--- src/rtl/useq_pkg.sv ---
// Shared types and constants for the useq_control microsequencer.
// Holds the next-state select encoding, the microword layout and the status flag indices.
package useq_pkg;

   localparam int STATE_W_DEF = 8;
   localparam int CTRL_W_DEF  = 46;
   localparam int NSEL_W      = 3;

   localparam int FLAG_C = 0;
   localparam int FLAG_Z = 1;
   localparam int FLAG_I = 2;
   localparam int FLAG_D = 3;
   localparam int FLAG_B = 4;
   localparam int FLAG_V = 6;
   localparam int FLAG_N = 7;

   localparam int INT_IRQ_BIT = 0;
   localparam int INT_NMI_BIT = 1;

   typedef enum logic [NSEL_W-1:0] {
      SEQ  = 3'd0,
      DISP = 3'd1,
      BR   = 3'd2,
      CALL = 3'd3,
      RET  = 3'd4
   } nsel_e;

   typedef struct packed {
      logic                   last;
      logic [NSEL_W-1:0]      nsel;
      logic [STATE_W_DEF-1:0] nstate;
      logic [CTRL_W_DEF-1:0]  ctrl;
   } uword_t;

   // A branch is taken when any selected flag is set and that matches the polarity.
   function automatic logic branchTaken(input logic [7:0] flags,
                                        input logic [7:0] mask,
                                        input logic       polarity);
      return (|(flags & mask)) == polarity;
   endfunction

endpackage

--- src/rtl/useq_stack.sv ---
// Microcode return-address LIFO for useq_control.
// Only instantiated when USEQ_CALL_STACK_EN is defined; reset discards all entries.
module useq_stack
   import useq_pkg::*;
#(
   parameter int DEPTH = 2,
   parameter int W     = 8
)(
   input  logic         clk,
   input  logic         reset,
   input  logic         i_push,
   input  logic         i_pop,
   input  logic [W-1:0] i_data,
   output logic         o_full,
   output logic         o_empty,
   output logic [W-1:0] o_top
);

   localparam int SP_W  = $clog2(DEPTH + 1);
   localparam int IDX_W = (DEPTH > 1) ? $clog2(DEPTH) : 1;

   logic [W-1:0]     r_mem [DEPTH];
   logic [SP_W-1:0]  r_sp;
   logic [IDX_W-1:0] w_pushIdx;
   logic [IDX_W-1:0] w_topIdx;

   assign o_full    = (r_sp == SP_W'(DEPTH));
   assign o_empty   = (r_sp == '0);
   assign w_pushIdx = IDX_W'(r_sp);
   assign w_topIdx  = o_empty ? '0 : IDX_W'(r_sp - SP_W'(1));
   assign o_top     = r_mem[w_topIdx];

   always_ff @(posedge clk or posedge reset) begin
      if (reset) begin
         r_sp <= '0;
      end else if (i_push && !o_full) begin
         r_sp <= r_sp + SP_W'(1);
      end else if (i_pop && !o_empty) begin
         r_sp <= r_sp - SP_W'(1);
      end
   end

   // Entry contents need no reset: the pointer alone defines what is valid.
   always_ff @(posedge clk) begin
      if (i_push && !o_full) begin
         r_mem[w_pushIdx] <= i_data;
      end
   end

endmodule

--- src/rtl/useq_control.sv ---
// Parametrised microsequencer: microstate, latched opcode, dispatch/branch/interrupt sequencing.
// Define USEQ_CALL_STACK_EN to enable microcode CALL/RET through a return stack.
module useq_control
   import useq_pkg::*;
#(
   parameter int                 STATE_W     = 8,
   parameter int                 CTRL_W      = 46,
   parameter logic [STATE_W-1:0] RESET_STATE = STATE_W'(0),
   parameter logic [STATE_W-1:0] BR_NT_STATE = STATE_W'(11),
   parameter logic [STATE_W-1:0] BR_T_STATE  = STATE_W'(12),
   parameter logic [STATE_W-1:0] IRQ_STATE   = STATE_W'(40),
   parameter logic [STATE_W-1:0] NMI_STATE   = STATE_W'(48),
   parameter int                 I_BIT       = 2,
   parameter int                 P_WE_BIT    = 24,
   parameter logic [CTRL_W-1:0]  WE_MASK     = '0,
   parameter int                 STACK_DEPTH = 2
)(
   input  logic                          clk,
   input  logic                          reset,
   input  logic                          rdy,
   input  logic [7:0]                    data_in,
   input  logic [7:0]                    p,
   input  logic                          irq,
   input  logic                          nmi,
   input  logic [1+3+STATE_W+CTRL_W-1:0] uword,
   input  logic [STATE_W-1:0]            op_entry,
   input  logic [7:0]                    op_flag_mask,
   input  logic                          op_polarity,
   output logic [STATE_W-1:0]            state_addr,
   output logic [7:0]                    opcode,
   output logic [CTRL_W-1:0]             ctrl_out,
   output logic [7:0]                    p_in_en,
   output logic                          sync,
   output logic [1:0]                    int_taken,
   output logic                          ustack_err
);

   localparam int UW = 1 + 3 + STATE_W + CTRL_W;

   logic [STATE_W-1:0] r_state;
   logic [7:0]         r_opcode;
   logic               r_sync;
   logic               r_nmiPend;
   logic               r_nmiPrev;
   logic [1:0]         r_intTaken;

   logic               w_last;
   logic [2:0]         w_nsel;
   logic [STATE_W-1:0] w_nstate;
   logic [CTRL_W-1:0]  w_ctrl;
   logic               w_nmiRise;
   logic               w_takeNmi;
   logic               w_takeIrq;
   logic               w_take;
   logic [STATE_W-1:0] w_seqNext;
   logic [STATE_W-1:0] w_nextState;

   assign w_last   = uword[UW-1];
   assign w_nsel   = uword[UW-2 -: 3];
   assign w_nstate = uword[CTRL_W +: STATE_W];
   assign w_ctrl   = uword[CTRL_W-1:0];

   // Interrupts are only considered at an instruction boundary; NMI wins over IRQ.
   assign w_nmiRise = nmi & ~r_nmiPrev;
   assign w_takeNmi = w_last & r_nmiPend;
   assign w_takeIrq = w_last & ~r_nmiPend & irq & ~p[I_BIT];
   assign w_take    = w_takeNmi | w_takeIrq;

`ifdef USEQ_CALL_STACK_EN
   logic               r_ustackErr;
   logic               w_errSet;
   logic               w_doPush;
   logic               w_doPop;
   logic               w_pushEn;
   logic               w_popEn;
   logic               w_stkFull;
   logic               w_stkEmpty;
   logic [STATE_W-1:0] w_stkTop;

   assign w_pushEn = rdy & ~w_take & w_doPush;
   assign w_popEn  = rdy & ~w_take & w_doPop;

   useq_stack #(
      .DEPTH (STACK_DEPTH),
      .W     (STATE_W)
   ) uStack (
      .clk     (clk),
      .reset   (reset),
      .i_push  (w_pushEn),
      .i_pop   (w_popEn),
      .i_data  (w_nstate + STATE_W'(1)),
      .o_full  (w_stkFull),
      .o_empty (w_stkEmpty),
      .o_top   (w_stkTop)
   );

   always_ff @(posedge clk or posedge reset) begin
      if (reset) begin
         r_ustackErr <= 1'b0;
      end else if (rdy && !w_take && w_errSet) begin
         r_ustackErr <= 1'b1;
      end
   end

   assign ustack_err = r_ustackErr;
`else
   logic w_unusedDepth;
   assign w_unusedDepth = (STACK_DEPTH > 0);
   assign ustack_err    = 1'b0;
`endif

   always_comb begin
      w_seqNext = w_nstate;
`ifdef USEQ_CALL_STACK_EN
      w_errSet  = 1'b0;
      w_doPush  = 1'b0;
      w_doPop   = 1'b0;
`endif
      case (w_nsel)
         DISP: w_seqNext = op_entry;
         BR:   w_seqNext = branchTaken(p, op_flag_mask, op_polarity) ? BR_T_STATE : BR_NT_STATE;
`ifdef USEQ_CALL_STACK_EN
         CALL: begin
            w_seqNext = w_nstate;
            w_doPush  = ~w_stkFull;
            w_errSet  = w_stkFull;
         end
         RET: begin
            w_doPop   = ~w_stkEmpty;
            w_errSet  = w_stkEmpty;
            w_seqNext = w_stkEmpty ? RESET_STATE : w_stkTop;
         end
`else
         CALL: w_seqNext = w_nstate;
         RET:  w_seqNext = RESET_STATE;
`endif
         default: w_seqNext = w_nstate;
      endcase

      w_nextState = w_seqNext;
      if (w_takeNmi) begin
         w_nextState = NMI_STATE;
      end else if (w_takeIrq) begin
         w_nextState = IRQ_STATE;
      end
   end

   // The NMI edge detector keeps sampling through stalls so no edge is lost.
   always_ff @(posedge clk or posedge reset) begin
      if (reset) begin
         r_state    <= RESET_STATE;
         r_opcode   <= 8'h00;
         r_sync     <= 1'b1;
         r_nmiPend  <= 1'b0;
         r_nmiPrev  <= 1'b0;
         r_intTaken <= 2'b00;
      end else begin
         r_nmiPrev <= nmi;
         r_nmiPend <= (r_nmiPend & ~(rdy & w_takeNmi)) | w_nmiRise;
         if (rdy) begin
            r_state    <= w_nextState;
            r_sync     <= w_last & ~w_take;
            r_intTaken <= {w_takeNmi, w_takeIrq};
            if (r_sync) begin
               r_opcode <= data_in;
            end
         end
      end
   end

   always_comb begin
      ctrl_out = w_ctrl;
      p_in_en  = 8'h00;
      if (rdy) begin
         p_in_en = op_flag_mask & {8{w_ctrl[P_WE_BIT]}};
      end else begin
         ctrl_out = w_ctrl & ~WE_MASK;
      end
   end

   assign state_addr = r_state;
   assign opcode     = r_opcode;
   assign sync       = r_sync;
   assign int_taken  = r_intTaken;

endmodule

--- config.mk ---
export PLATFORM = sky130hd
export DESIGN_NAME = useq_control
export DESIGN_NICKNAME = d
export VERILOG_FILES = /design/src/rtl/useq_pkg.sv /design/src/rtl/useq_stack.sv /design/src/rtl/useq_control.sv
export SDC_FILE = /design/constraint.sdc
export NUM_CORES = 1
export LEC_CHECK = 0
export ABC_AREA = 1
export CAP_MARGIN = 25
export CORE_MARGIN = 4
export CORE_UTILIZATION = 30
export CTS_CLUSTER_DIAMETER = 60
export DETAILED_ROUTE_END_ITERATION = 10
export PLACE_DENSITY_LB_ADDON = 0.25
export SLEW_MARGIN = 20
export SYNTH_ARGS = -nofsm -noshare
export SYNTH_HDL_FRONTEND = slang
export SYNTH_HIERARCHICAL = 1
export SYNTH_SLANG_ARGS = --single-unit
--- constraint.sdc ---
create_clock -name clk -period 1.86 [get_ports clk]
set_input_delay 0.279 -clock clk [delete_from_list [all_inputs] [get_ports clk]]
set_output_delay 0.279 -clock clk [all_outputs]
set_load 0.01 [all_outputs]
# Word-level counts from Yosys, hierarchy flattened
# Index checks and enable logic that the tools add are counted.
[op_classes] n_addsub=0 multipliers=0 n_div=0 magnitude_cmp=0 eq_ne=4 shifts=0 n_mux=5 n_bitwise=17 n_reduce_logical=2
[op_table] operator="$mux W8" n=3
[op_table] operator="$pmux W8 S3" n=1
[op_table] operator="$and A8 B8 Y8" n=2
[op_table] operator="$and A1 B1 Y1" n=8
[op_table] operator="$reduce_or A8 Y1" n=1
[op_table] operator="$not A1 Y1" n=5
[op_table] operator="$eq A3 B1 Y1 const B" n=1
[op_table] operator="$eq A3 B2 Y1 const B" n=1
[op_table] operator="$eq A3 B3 Y1 const B" n=1
[op_table] operator="$mux W3" n=1
[op_table] operator="$or A1 B1 Y1" n=2
[op_table] operator="$reduce_and A2 Y1" n=1
[op_table] operator="$eq A1 B1 Y1" n=1
[totals] register_bits=21 latch_bits=0 ramBits=0 mem_bits_ro=0 in_bits=96 elab_cells=34 memories=0

# Longest topological paths before layout
[depth] word_depth=7 ltp_mapped=10 depth_no_buf=10

# Worst setup path after synthesis
# Ideal clock, no wire load.
[synth_path] path_type="register to register" startpoint="reg r_sync, in the netlist sync" endpoint="reg r_opcode[0], in the netlist opcode[0]" setup_time_ps=125 t_arrival_ps=942 required_time_ps=1735 path_slack_ps=793 path_stages_with_launch=3 path_buffers=0 period_less_slack_ps=1067 cell_sequence="dfstp_2 nand2_2 mux2_2"
[synth_between] elab_chain_cells=1
[synth_rtl] element="from (decl)" line_no="useq_control.sv:42" source="logic r_sync;"
[synth_rtl] element="from (signal assigned)" line_no="useq_control.sv:162" source="r_sync <= w_last & ~w_take;"
[synth_rtl] element="$reduce_and A2 Y1 (no line)"
[synth_rtl] element="to (signal assigned)" line_no="useq_control.sv:165" source="r_opcode <= data_in;"
[synth_rtl] element="to (decl)" line_no="useq_control.sv:41" source="logic [7:0] r_opcode;"
# No other way between the ends.
# A chain may end at the register's enable or synchronous reset.

# Worst setup path in the final report
[layout_path] startpoint="in rdy" endpoint="out p_in_en[6]"
[layout_between] elab_chain_cells=1
[layout_rtl] element="from (decl)" line_no="useq_control.sv:20" source="input logic rdy,"
[layout_rtl] element="$mux W8" line_no="useq_control.sv:174" source="if (rdy) begin"
[layout_rtl] element="to (decl)" line_no="useq_control.sv:32" source="output logic [7:0] p_in_en,"
# No other way between the ends.

==> flow_metrics.tcl <==
set metrics [dict create \
    critPathKind "in -> out" \
    gr-total-overflow 0 \
    clk_pin_slew_ns 0.08 \
    cp_data_required_time_ns 1.58 \
    syn_to_final_growth_pct 38.2 \
    regArea_um2 527 \
    num_vias 1229 \
    end_kind "primary output" \
    min_path_type "in -> async" \
    fin_nets 331 \
    ys_warn_count 6 \
    hold_buffers 0 \
    cts-root-buf "clkbuf_8" \
    die_y_um 79.5 \
    drcViolationCount 0 \
    finalWeightedCongestion 0.741 \
    synth_area_um2 1530 \
    synthCells 198 \
    power_frac_seq_pct 40.6 \
    yosysSeqAreaShare_pct 34.3 \
    dr.pass1.iters 3 \
    critPathLaunchType "input port" \
    fmax_mhz 552 \
    max_cap_viol_count 0 \
    fp-row-count 25 \
    power.share.switching_pct 28.2 \
    pwr-share-clk_pct 19.6 \
    status "complete, no violations" \
    synth_nets 294 \
    grt_pass1_wl_um 5650 \
    routedWlPerCell_um 12.3 \
    track_usage_pct 11.3 \
    io_buffers 78 \
    grt_pass1_vias 1204 \
    n_fill_cell 496 \
    drive_gt1_share_pct 13.7 \
    viasPerCell 4.08 \
    dieWidth_um 79.5 \
    powerDensity_nw_per_um2 713 \
    min_period_ns 1.81 \
    crit_fanout 8 \
    final_area_um2 2120 \
    synth.distinct_cells 21 \
    clock_path_buffers 2 \
    hpwlAfterDp_um 3130 \
    internal_power_mw 1.08 \
    cts_inserted_buffers 3 \
    h-tree-depth 1 \
    clock_skew_ns 0.00305 \
    arrival_ns 1.53 \
    antenna_cells 0 \
    leakagePower_nw 1.09 \
    ios 170 \
    switchingPower_uw 426 \
    ir_worst_vdd_v 0.000454 \
    multi_input_area_um2 549 \
    ant_nets 0 \
    p_comb_share_pct 39.8 \
    antenna_found_initial 0 \
    rsz0062_at_grt "false" \
    drtIter0Drc 21 \
    min_period_over_period_pct 97.3 \
    final-max-slew-violation-count 0 \
    dpl_cell_area_um2 2050 \
    drt-total-wl_um 3720 \
    final-hold-violation-count 0 \
    initial_core_util_pct 31.6 \
    syn_avg_cell_area_um2 7.75 \
    setup_viol 0 \
    final_core_util_pct 43.7 \
    dieArea_um2 6320 \
    clock_latency_ns 0.26 \
    synth-seq-cells 21 \
    grt_max_degree 22 \
    clock-sinks 21 \
    cts_tree "yes" \
    core_area_um2 4850 \
]
==> routing by layer <==
layer	vias up	routed length [um]	GRT usage (%)
li1	628	-	-
met1	533	1490	13.4
met2	54	1840	19.1
met3	14	290	4.18
met4	0	94	3.26
met5	-	0	0
==> state kept, by name, indices dropped and copies added, names as in the netlist <==
name	count
r_nmiPend	1
state_addr	8
r_nmiPrev	1
opcode	8
int_taken	2
sync	1
==> cell usage in the layout (no fill, tap or decap) <==
cell type / netlist / routed
buf_4: 48 / 2
clkbuf_8: 0 / 3
o21ai_0: 1 / 1
o22ai_1: 1 / 1
dfrtp_1: 20 / 20
o21ai_1: 3 / 3
nand2_2: 4 / 4
nor2_1: 13 / 13
conb_1: 1 / 1
a31oi_1: 1 / 1
clkinv_2: 0 / 1
nand3_1: 5 / 5
clkdlybuf4s50_1: 0 / 73
nand2_4: 0 / 1
nand3_2: 4 / 4
inv_2: 4 / 4
o21a_1: 3 / 3
mux2_2: 8 / 8
inv_1: 24 / 24
nor2_2: 2 / 2
nand4_1: 2 / 2
nor2_8: 1 / 1
dlymetal6s2s_1: 0 / 5
dfstp_2: 1 / 1
nand2_1: 51 / 50
nand3_4: 1 / 1
==> path summary, 6_finish.rpt <==
path	from	end	slack [ns]	cells after the start
worst max register to register	r_nmiPend	state_addr[0]	0.75	7
worst min-delay path	reset	opcode[0]	0.35	3
min in group clk	r_nmiPrev	r_nmiPend	0.43	1
worst max-delay path	rdy	p_in_en[6]	0.05	4
worst min register to register	r_nmiPrev	r_nmiPend	0.43	1
max in group asynchronous	reset	sync	1.24	3
==> repair_timing <==
item | 4_1_cts | 5_1_grt
resized for setup | 1 | 6
setup buffers | 0 | 0
pin swaps | 0 | 0
setup endpoints to repair | 8 | 8
==> metrics by stage <==
step | total power, mW | worst slack (ns) | TNS, ns | std cells | hold WS [ns]
floorplan | 0.962 | 0.793 | 0 | 198 | 0.255
global placement | 1.23 | -0.0204 | -0.140 | 297 | 0.412
detailed placement | 1.24 | -0.0577 | -0.342 | 297 | 0.425
CTS | 1.54 | 0.0204 | 0 | 301 | 0.354
global route | 1.60 | 0.00260 | 0 | 301 | 0.372
finish | 1.51 | 0.0496 | 0 | 301 | 0.347
==> power by group through the flow <==
stage,registers (mW),clock network (mW),logic [mW]
2_1_floorplan,0.671,0,0.291
3_3_place_gp,0.619,0,0.608
3_5_place_dp,0.625,0,0.610
4_1_cts,0.615,0.308,0.614
5_1_grt,0.629,0.320,0.653
6_report,0.614,0.296,0.602
==> Yosys cell counts <==
cell     number  share of area, %
nand2_2       4               1.6
conb_1        1              0.24
nor2_1       13               3.2
o21ai_1       3              0.98
mux2_2        8               5.9
o21a_1        3               1.5
nand4_1       2              0.82
o21ai_0       1              0.33
nand3_1       5               1.6
buf_4        48                23
nand2_1      51                12
nand3_4       1               1.1
dfrtp_1      20                33
nor2_8        1               1.3
inv_2         4              0.98
nor2_2        2              0.82
inv_1        24               5.9
dfstp_2       1               1.7
nand3_2       4               2.6
a31oi_1       1              0.41
o22ai_1       1              0.41
==> final cells by class <==
cell class / count / share of cell area [%]
Timing Repair Buffer: 80 / 38.1
Multi-Input combinational cell: 101 / 25.9
Sequential cell: 21 / 24.9
Inverter: 28 / 4.96
Tap cell: 67 / 3.96
Clock buffer: 3 / 1.95
Clock inverter: 1 / 0.236
==> cell families after synthesis <==
group / after synthesis / synth area share [%]
and+or+nand+nor: 83 / 25.6
buffers and inverters: 76 / 30.3
DFF: 21 / 34.3
AOI/OAI and AO/OA: 9 / 3.59
muxes: 8 / 5.87
other: 1 / 0.244
==> worst max-delay path, stage by stage <==
cell             delay [ns]
clkdlybuf4s50_1        0.52
nand2_4                0.10
nor2_1                 0.09
clkdlybuf4s50_1        0.54
Note: power is estimated with default switching activity, not from simulation.
